==> config.mk <==
export PLATFORM = sky130hd
export DESIGN_NAME = axi_initiator
export DESIGN_NICKNAME = d
export VERILOG_FILES = /design/src/rtl/axi_init_pkg.sv /design/src/rtl/axi_init_wdog.sv /design/src/rtl/axi_initiator.sv
export SDC_FILE = /design/constraint.sdc
export NUM_CORES = 1
export LEC_CHECK = 0
export ABC_AREA = 0
export BUFFER_PORTS_ARGS = -buffer_cell sky130_fd_sc_hd__buf_2
export CORE_ASPECT_RATIO = 0.8
export CORE_MARGIN = 2
export CORE_UTILIZATION = 44
export CTS_CLUSTER_SIZE = 30
export DETAILED_ROUTE_END_ITERATION = 10
export GPL_TIMING_DRIVEN = 1
export PLACE_DENSITY_LB_ADDON = 0.08
export SYNTH_ARGS = -nofsm -noshare
export SYNTH_HDL_FRONTEND = slang
export SYNTH_HIERARCHICAL = 1
export SYNTH_SLANG_ARGS = --single-unit
==> constraint.sdc <==
create_clock -name clk -period 2.2 [get_ports clk]
set_clock_uncertainty 0.1 [all_clocks]
set_input_delay 0.22 -clock clk [delete_from_list [all_inputs] [get_ports clk]]
set_output_delay 0.22 -clock clk [all_outputs]
set_load 0.02 [all_outputs]
==> src/rtl/axi_init_pkg.sv <==
// axi_init_pkg: shared types and constants for the display-memory bus initiator
package axi_init_pkg;
  localparam int ADDR_W = 4;
  localparam int DATA_W = 8;
  localparam int TIMEOUT_DEF = 15;
  localparam logic OP_READ = 1'b0;
  localparam logic OP_WRITE = 1'b1;
  typedef enum logic [2:0] {S_IDLE, S_AR, S_RD, S_CAP, S_WA, S_AW, S_WD, S_RSP} state_e;
endpackage

==> src/rtl/axi_init_wdog.sv <==
// axi_init_wdog: per-command cycle watchdog, expires on the cycle the count would reach the limit
module axi_init_wdog #(
  parameter int TIMEOUT_CYCLES = 15
) (
  input  logic clk,
  input  logic rst,
  input  logic clr,
  input  logic en,
  output logic expired
);
  logic [3:0] cnt_q, cnt_d;
  always_comb cnt_d = clr ? 4'd0 : en ? cnt_q + 4'd1 : cnt_q;
  assign expired = en && cnt_q == 4'(TIMEOUT_CYCLES - 1);
  always_ff @(posedge clk) cnt_q <= rst ? 4'd0 : cnt_d;
endmodule

==> src/rtl/axi_initiator.sv <==
// axi_initiator: single-command read/copy-write master for the display-memory bus
module axi_initiator
  import axi_init_pkg::*;
#(
  parameter int TIMEOUT_CYCLES = TIMEOUT_DEF
) (
  input  logic              clk,
  input  logic              reset,
  input  logic              cmd_valid,
  output logic              cmd_ready,
  input  logic              cmd_write,
  input  logic [ADDR_W-1:0] cmd_addr,
  input  logic [ADDR_W-1:0] cmd_src,
  output logic              rsp_valid,
  output logic [DATA_W-1:0] rsp_data,
  output logic              rsp_err,
  output logic              busy,
  output logic              ms_arvalid,
  output logic [ADDR_W-1:0] SWM_arADDR,
  output logic              ms_rready,
  input  logic              sm_arready,
  input  logic              sm_rvalid,
  input  logic [DATA_W-1:0] disp_hex_r,
  output logic              ms_awvalid,
  output logic              ms_wvalid,
  output logic [ADDR_W-1:0] SWM_wdata,
  input  logic              sm_awready,
  input  logic              sm_wready
);
  state_e state_q, state_d;
  logic accept, stall, err_d, wd_en, wd_clr, wd_expired;
  logic write_q, write_d;
  logic cmd_ready_q, cmd_ready_d, rsp_valid_q, rsp_valid_d, rsp_err_q, rsp_err_d;
  logic busy_q, busy_d, arvalid_q, arvalid_d, rready_q, rready_d;
  logic awvalid_q, awvalid_d, wvalid_q, wvalid_d;
  logic [DATA_W-1:0] rsp_data_q, rsp_data_d;
  logic [ADDR_W-1:0] addr_q, addr_d, src_q, src_d;

  assign wd_clr = state_q == S_IDLE;
  assign wd_en = !(state_q inside {S_IDLE, S_RSP});

  axi_init_wdog #(.TIMEOUT_CYCLES(TIMEOUT_CYCLES)) u_wdog (
    .clk    (clk),
    .rst    (reset),
    .clr    (wd_clr),
    .en     (wd_en),
    .expired(wd_expired)
  );

  always_comb begin
    accept = cmd_valid && cmd_ready_q;
    state_d = state_q;
    err_d = 1'b0;
    case (state_q)
      S_IDLE: if (accept) begin
        state_d = cmd_write == OP_READ ? S_AR : (cmd_addr == '0 ? S_RSP : S_WA);
        err_d = cmd_write == OP_WRITE && cmd_addr == '0;
      end
      S_AR:  if (sm_arready) state_d = S_RD;
      S_RD:  if (sm_rvalid) state_d = S_CAP;
      S_CAP: state_d = S_RSP;
      S_WA:  state_d = S_AW;
      S_AW:  if (sm_awready) state_d = S_WD;
      S_WD:  if (sm_wready) state_d = S_RSP;
      default: state_d = S_IDLE;
    endcase
    // a handshake that advances the FSM beats a simultaneous expiry
    stall = state_d == state_q;
    if (wd_expired && stall) begin
      state_d = S_RSP;
      err_d = 1'b1;
    end
    write_d = accept ? cmd_write : write_q;
    addr_d = accept ? cmd_addr : (state_d == S_IDLE ? '0 : addr_q);
    src_d = accept ? cmd_src : (state_d == S_IDLE ? '0 : src_q);
    cmd_ready_d = state_d == S_IDLE;
    busy_d = state_d != S_IDLE;
    rsp_valid_d = state_d == S_RSP;
    rsp_err_d = state_d == S_RSP && err_d;
    rsp_data_d = state_d == S_RSP ? (state_q == S_CAP && write_q == OP_READ ? disp_hex_r : '0) : rsp_data_q;
    arvalid_d = state_d inside {S_AR, S_RD, S_WA};
    rready_d = state_d == S_RD;
    awvalid_d = state_d inside {S_AW, S_WD};
    wvalid_d = state_d == S_WD;
  end

  always_ff @(posedge clk) begin
    if (reset) begin
      state_q <= S_IDLE;
      write_q <= 1'b0;
      addr_q <= '0;
      src_q <= '0;
      cmd_ready_q <= 1'b0;
      busy_q <= 1'b0;
      rsp_valid_q <= 1'b0;
      rsp_err_q <= 1'b0;
      rsp_data_q <= '0;
      arvalid_q <= 1'b0;
      rready_q <= 1'b0;
      awvalid_q <= 1'b0;
      wvalid_q <= 1'b0;
    end else begin
      state_q <= state_d;
      write_q <= write_d;
      addr_q <= addr_d;
      src_q <= src_d;
      cmd_ready_q <= cmd_ready_d;
      busy_q <= busy_d;
      rsp_valid_q <= rsp_valid_d;
      rsp_err_q <= rsp_err_d;
      rsp_data_q <= rsp_data_d;
      arvalid_q <= arvalid_d;
      rready_q <= rready_d;
      awvalid_q <= awvalid_d;
      wvalid_q <= wvalid_d;
    end
  end

  assign cmd_ready = cmd_ready_q;
  assign busy = busy_q;
  assign rsp_valid = rsp_valid_q;
  assign rsp_err = rsp_err_q;
  assign rsp_data = rsp_data_q;
  assign ms_arvalid = arvalid_q;
  assign ms_rready = rready_q;
  assign ms_awvalid = awvalid_q;
  assign ms_wvalid = wvalid_q;
  assign SWM_arADDR = addr_q;
  assign SWM_wdata = src_q;
endmodule

* Word-level counts from Yosys, hierarchy flattened
Index checks and enable logic that the tools add are counted.
** Word-level totals
- Register bits :: 32
- Output and inout bits :: 24
- Logic and storage cells :: 63
** Operators by class
- Add/sub/neg operators :: 1
- Equal/unequal tests :: 15
- Mux-type cells :: 16
- Bitwise operators :: 1
- Reduce and logical (&&, ||, !) cells :: 16
** Operators by type and width (count)
- 3-bit equality test, second input constant :: 8
- 3-bit 2-to-1 mux :: 7
- 3-bit case mux with 7 select lines :: 1
- 4-bit 2-to-1 mux :: 3
- 3-bit by 2-bit equality test with 1-bit output, second input constant :: 3
- 8-bit 2-to-1 mux :: 1
- 3-bit by 1-bit equality test with 1-bit output, second input constant :: 2
- 1-bit logical AND :: 6
- 3-bit logical NOT :: 2
- 2-bit nonzero test :: 3
- 3-bit nonzero test :: 2
- 4-bit by 1-bit adder with 4-bit output, second input constant :: 1
- 4-bit equality test, second input constant :: 1
- 4-bit logical NOT :: 1
- 3-bit equality test :: 1
- 1-bit 2-to-1 mux :: 3
- 2-bit 2-to-1 mux :: 1
- 2-bit OR reduction :: 1
- 1-bit logical NOT :: 1
- 1-bit NOT :: 1

* Logic depth before layout (Yosys ltp)
- Word-level depth :: 11
- Gate-level depth with buffers :: 9
- Gate-level depth less buffers :: 9

* Modules after synthesis
The synthesis kept the hierarchy.
** By module, submodules not included
- axi_initiator :: times used 1, cells an instance 119, area an instance 1224.9 µm²
- axi_init_wdog :: times used 1, cells an instance 19, area an instance 200.2 µm²

* Worst setup path after synthesis
Ideal clock, no wire load.
- Path type :: reg2reg
- Start point :: register state_q[0]
- End point :: register rsp_data_q[0], in the netlist rsp_data[0]
- Arrival :: 2.181 ns
- Setup slack :: -0.198 ns
- Cell stages (with the launch flop) :: 9
- Clock period less this slack :: 2.398 ns
- Cell sequence :: dfxtp_1 -> or3_1 -> inv_1 -> nor2_1 -> and4_2 -> o21a_1 -> nor2b_1 -> nand2_1 -> a32o_1
** On the way
- Word-level cells in the longest chain between the ends :: 7
** RTL lines
- start, declared :: line axi_initiator.sv:30 : state_e state_q, state_d;
- start signal, assigned :: line axi_initiator.sv:103 : state_q <= state_d;
- 3-bit logical NOT
- via wd_clr :: line axi_initiator.sv:31 : logic accept, stall, err_d, wd_en, wd_clr, wd_expired;
- 2-bit nonzero test :: line axi_initiator.sv:40 : assign wd_en = !(state_q inside {S_IDLE, S_RSP});
- 1-bit logical NOT :: line axi_initiator.sv:40
- via wd_en :: line axi_initiator.sv:31
- 1-bit logical AND :: line axi_init_wdog.sv:13 : assign expired = en && cnt_q == 4'(TIMEOUT_CYCLES - 1);
- via wd_expired :: line axi_initiator.sv:31
- 1-bit logical AND :: line axi_initiator.sv:69 : if (wd_expired && stall) begin
- 3-bit 2-to-1 mux :: line axi_initiator.sv:69
- 3-bit equality test :: line axi_initiator.sv:80 : rsp_data_d = state_d == S_RSP ? (state_q == S_CAP && write_q == OP_READ ? disp_hex_r : '0) : rsp_data_q;
- end signal, assigned :: line axi_initiator.sv:111 : rsp_data_q <= rsp_data_d;
- end, declared :: line axi_initiator.sv:36 : logic [DATA_W-1:0] rsp_data_q, rsp_data_d;
The timed path passes the listed nets, and every way through them passes these cells.
A chain may end at the register's enable or synchronous reset.

* Worst setup path after layout
- Start point :: register state_q[0]
- End point :: register awvalid_q, in the netlist ms_awvalid
** On the way
- Word-level cells in the longest chain between the ends :: 8
** RTL lines
- parallel branches: the longest is 5 deep, another holds 3-bit case mux with 7 select lines
- 3-bit 2-to-1 mux * :: line axi_initiator.sv:69
- 3-bit equality test :: line axi_initiator.sv:83 : awvalid_d = state_d inside {S_AW, S_WD};
- 2-bit nonzero test * :: line axi_initiator.sv:83
- end signal, assigned :: line axi_initiator.sv:114 : awvalid_q <= awvalid_d;
- end, declared :: line axi_initiator.sv:35 : logic awvalid_q, awvalid_d, wvalid_q, wvalid_d;
Every way passes the cells marked *.

==> impl_metrics.csv <==
group,metric,value,unit
run_status,status,"complete, no violations",
pwr,power.leakage,0.000793,µW
global_routing,first_global_vias,1115,
die,core_area,3090,µm²
timing,min_period_over_period,98.6,%
global_routing,grt_antenna_before_repair,0,
synthesis,netlist_area,1430,µm²
clock_tree,clk_path_buf_depth,2,
placement,io_buffers,47,
clock_tree,clk_pin_slew,0.06,ns
critical_path,max_stage_delay,0.39,ns
final_layout,final_common_cell,"buf_2",
critical_path,path_cells,"or3_4, buf_6, or3_4, and2_4, or3_4, a211oi_2",
global_routing,grt_max_degree,21,
critical_path,cp_common_cell,"or3_4",
timing,hold_viol,0,
synthesis,synth_cell_types,47,
synthesis,synth.area.top_cells,"dfxtp_1, a32o_1, a21oi_1, nor3_1, buf_6",
routing,antenna_left,0,
critical_path,worst_setup_path_start_kind,"flip-flop",
hold_path,worst_hold_path_type,"input pin to flip-flop",
critical_path,r2r_start,"state_q[0]",
global_routing,grt_first_pass_wirelength,4.95,mm
critical_path,regToRegSetupSlack,0.03,ns
critical_path,path_class,"flip-flop to flip-flop",
synthesis,yosys.area.top_type_share,45.0,%
timing,timing.fmax,461,MHz
final_layout,design_area,1890,µm²
critical_path,worstPathArrival,2.26,ns
hold_path,worstHoldStart,"disp_hex_r[7]",
critical_path,cp_slowest_cell,"or3_4",
synthesis,synthFlopType,"dfxtp_1",
synthesis,ys_seq_elements,32,
die,die_h,54.9,µm
die,initial_core_util,46.2,%
critical_path,crit_fanout,7,
hold_path,holdPathStages,2,
final_layout,fillers,282,
global_routing,track_usage,18.3,%
die,dieArea,3710,µm²
synthesis,syn-num-nets,164,
synthesis,synthCells,138,
critical_path,r2r-end,"ms_awvalid",
final_layout,final_cells,237,
synthesis,yosysWarnings,6,
routing,firstDrtPassIters,4,
final_layout,final_cell_mix,"buf_2, dfxtp_1, a32o_1, a21oi_1, buf_4",
timing,drv_slew,0,
routing,drtIter0Drc,53,
timing,hold_ws,0.0588,ns
timing,relSlewSlack,63.9,%
final_layout,multi_input_area,757,µm²
placement,place_congestion,0.852,
timing,tightest_slew,0.537,ns
synthesis,async_flop_share,0,%
routing,vias,1317,
timing,rsz0062_at_grt,"true",
die,ios,48,
job,maxCapViolCount,0,
synthesis,synth_top_area_cell,"dfxtp_1",
timing,setup_viol_count_final,0,
clock_tree,cts.sink_count,32,
final_layout,ff_latch_area,641,µm²
clock_tree,cts_tree,"built",
clock_tree,cts_made_buffers,5,
pwr,power,2360,µW
final_layout,syn_to_final_growth,32.4,%
critical_path,cp_data_required_time,2.29,ns
die,die_w,67.6,µm
global_routing,overflow,0,
synthesis,syn_area_per_cell,10.3,µm²
placement,place_area,1760,µm²
routing,wl_per_cell,13.5,µm
final_layout,drive_gt1_share,43.1,%
routing,via_per_inst,5.56,
final_layout,num-nets-final,222,
synthesis,yosysSeqAreaShare,45.0,%
timing,fin_crit,2.17,ns
clock_tree,cts.htree.levels,2,
hold_path,hold_end,"rsp_data[7]",
placement,placedCellCount,228,
routing,routed_wl,3.20,mm
clock_tree,cts_hold_buf,0,
synthesis,synth_edf_count,0,
pwr,ir_drop,0.664,mV
placement,dp.final_hpwl,2.41,mm
die,row_count,18,
clock_tree,cts_root_buffer,"clkbuf_8",
final_layout,num_antenna_cells,0,
critical_path,worst_setup_path_end_kind,"flip-flop",
clock_tree,clk_latency,0.27,ns
final_layout,fin_util,61.2,%
routing,drc,0,
pwr,powerDensity,1250,nW/µm²
critical_path,r2r_cells,6,
## final cells by class
type,instances,share of cell area (%)
multi-input combinational,95,40.1
sequential,32,34.0
timing repair buffer,58,17.7
clock buffer,8,4.77
tap,40,2.65
inverter,4,0.796
## timing repair
| action | 4_1_cts | 5_1_grt |
|---|---|---|
| endpoints found under the setup margin | 0 | 19 |
| resized for setup | 0 | 7 |
| buffers inserted | 0 | 1 |
## critical path: cells and delay by family (launching register included)
| family | cells | cell delay [ns] |
|---|---|---|
| compound gates | 1 | 0.23 |
| buf+inv | 1 | 0.14 |
| flops | 1 | 0.35 |
| simple gates | 4 | 1.26 |
## sequential cells by signal, summed over array words and instances, names as in the netlist
name,cells
rsp_err,1
rsp_valid,1
cmd_ready,1
rsp_data,8
ms_arvalid,1
state_q,3
write_q,1
ms_awvalid,1
SWM_arADDR,4
busy,1
u_wdog/cnt_q,4
ms_rready,1
SWM_wdata,4
ms_wvalid,1
## synthesized netlist by cell type (2+ instances only)
cell and instances:
a211oi_1 2, a211oi_2 2, a21oi_1 9, a32o_1 16
buf_6 3, clkbuf_1 2, dfxtp_1 32, ha_1 2
inv_1 4, nand2_1 6, nand3_1 3, nand4_1 2
nand4b_1 2, nor2_1 7, nor2b_1 2, nor3_1 7
o21a_1 2, o21ai_0 3, o31ai_1 2, or3_1 2
or3_4 2
## how the worst max path moves through the flow
stage,end,slack (ns),from,cells past startpoint
2_1_floorplan,SWM_arADDR[0],0.004,state_q[2],9
3_3_place_gp,ms_awvalid,0.04,cmd_addr[0],6
3_5_place_dp,rsp_data[5],0.01,cmd_addr[0],6
4_1_cts,rsp_data[5],0.04,state_q[0],6
5_1_grt,SWM_wdata[0],-0.03,state_q[0],6
6_report,ms_awvalid,0.03,state_q[0],6
## stage by stage
stage          TNS [ns]  setup slack, ns
5_1_grt          -0.138          -0.0299
4_1_cts               0           0.0418
6_report              0           0.0300
2_1_floorplan         0          0.00449
3_5_place_dp          0          0.00963
3_3_place_gp          0           0.0359
## cells by family (layout without fill, tap and decap cells)
| kind of cell | after synthesis | count (layout) | share of synthesized area, % |
|---|---|---|---|
| simple gates | 44 | 44 | 18.7 |
| buf+inv | 11 | 70 | 4.83 |
| mux | 2 | 2 | 1.49 |
| xor+xnor | 1 | 1 | 0.615 |
| flops | 32 | 32 | 45.0 |
| fa+ha+maj | 2 | 2 | 1.76 |
| compound gates | 46 | 46 | 27.7 |
## power breakdown
group	switching (µW)	internal (µW)	leakage, µW	total [µW]
Sequential	47.0	672	0.000260	719
Clock	186	254	0.0000455	440
Combinational	674	530	0.000488	1200
Total	907	1460	0.000793	2360
## layer usage
| metal | GRT usage (%) | up-vias | part of all wire [%] |
|---|---|---|---|
| met4 | 8.84 | 0 | 0.69 |
| met1 | 23.3 | 626 | 47 |
| met3 | 6.07 | 4 | 5.8 |
| met5 | 0 | - | 0 |
| li1 | - | 654 | - |
| met2 | 28.1 | 33 | 47 |
(Power assumes the default switching activity.)
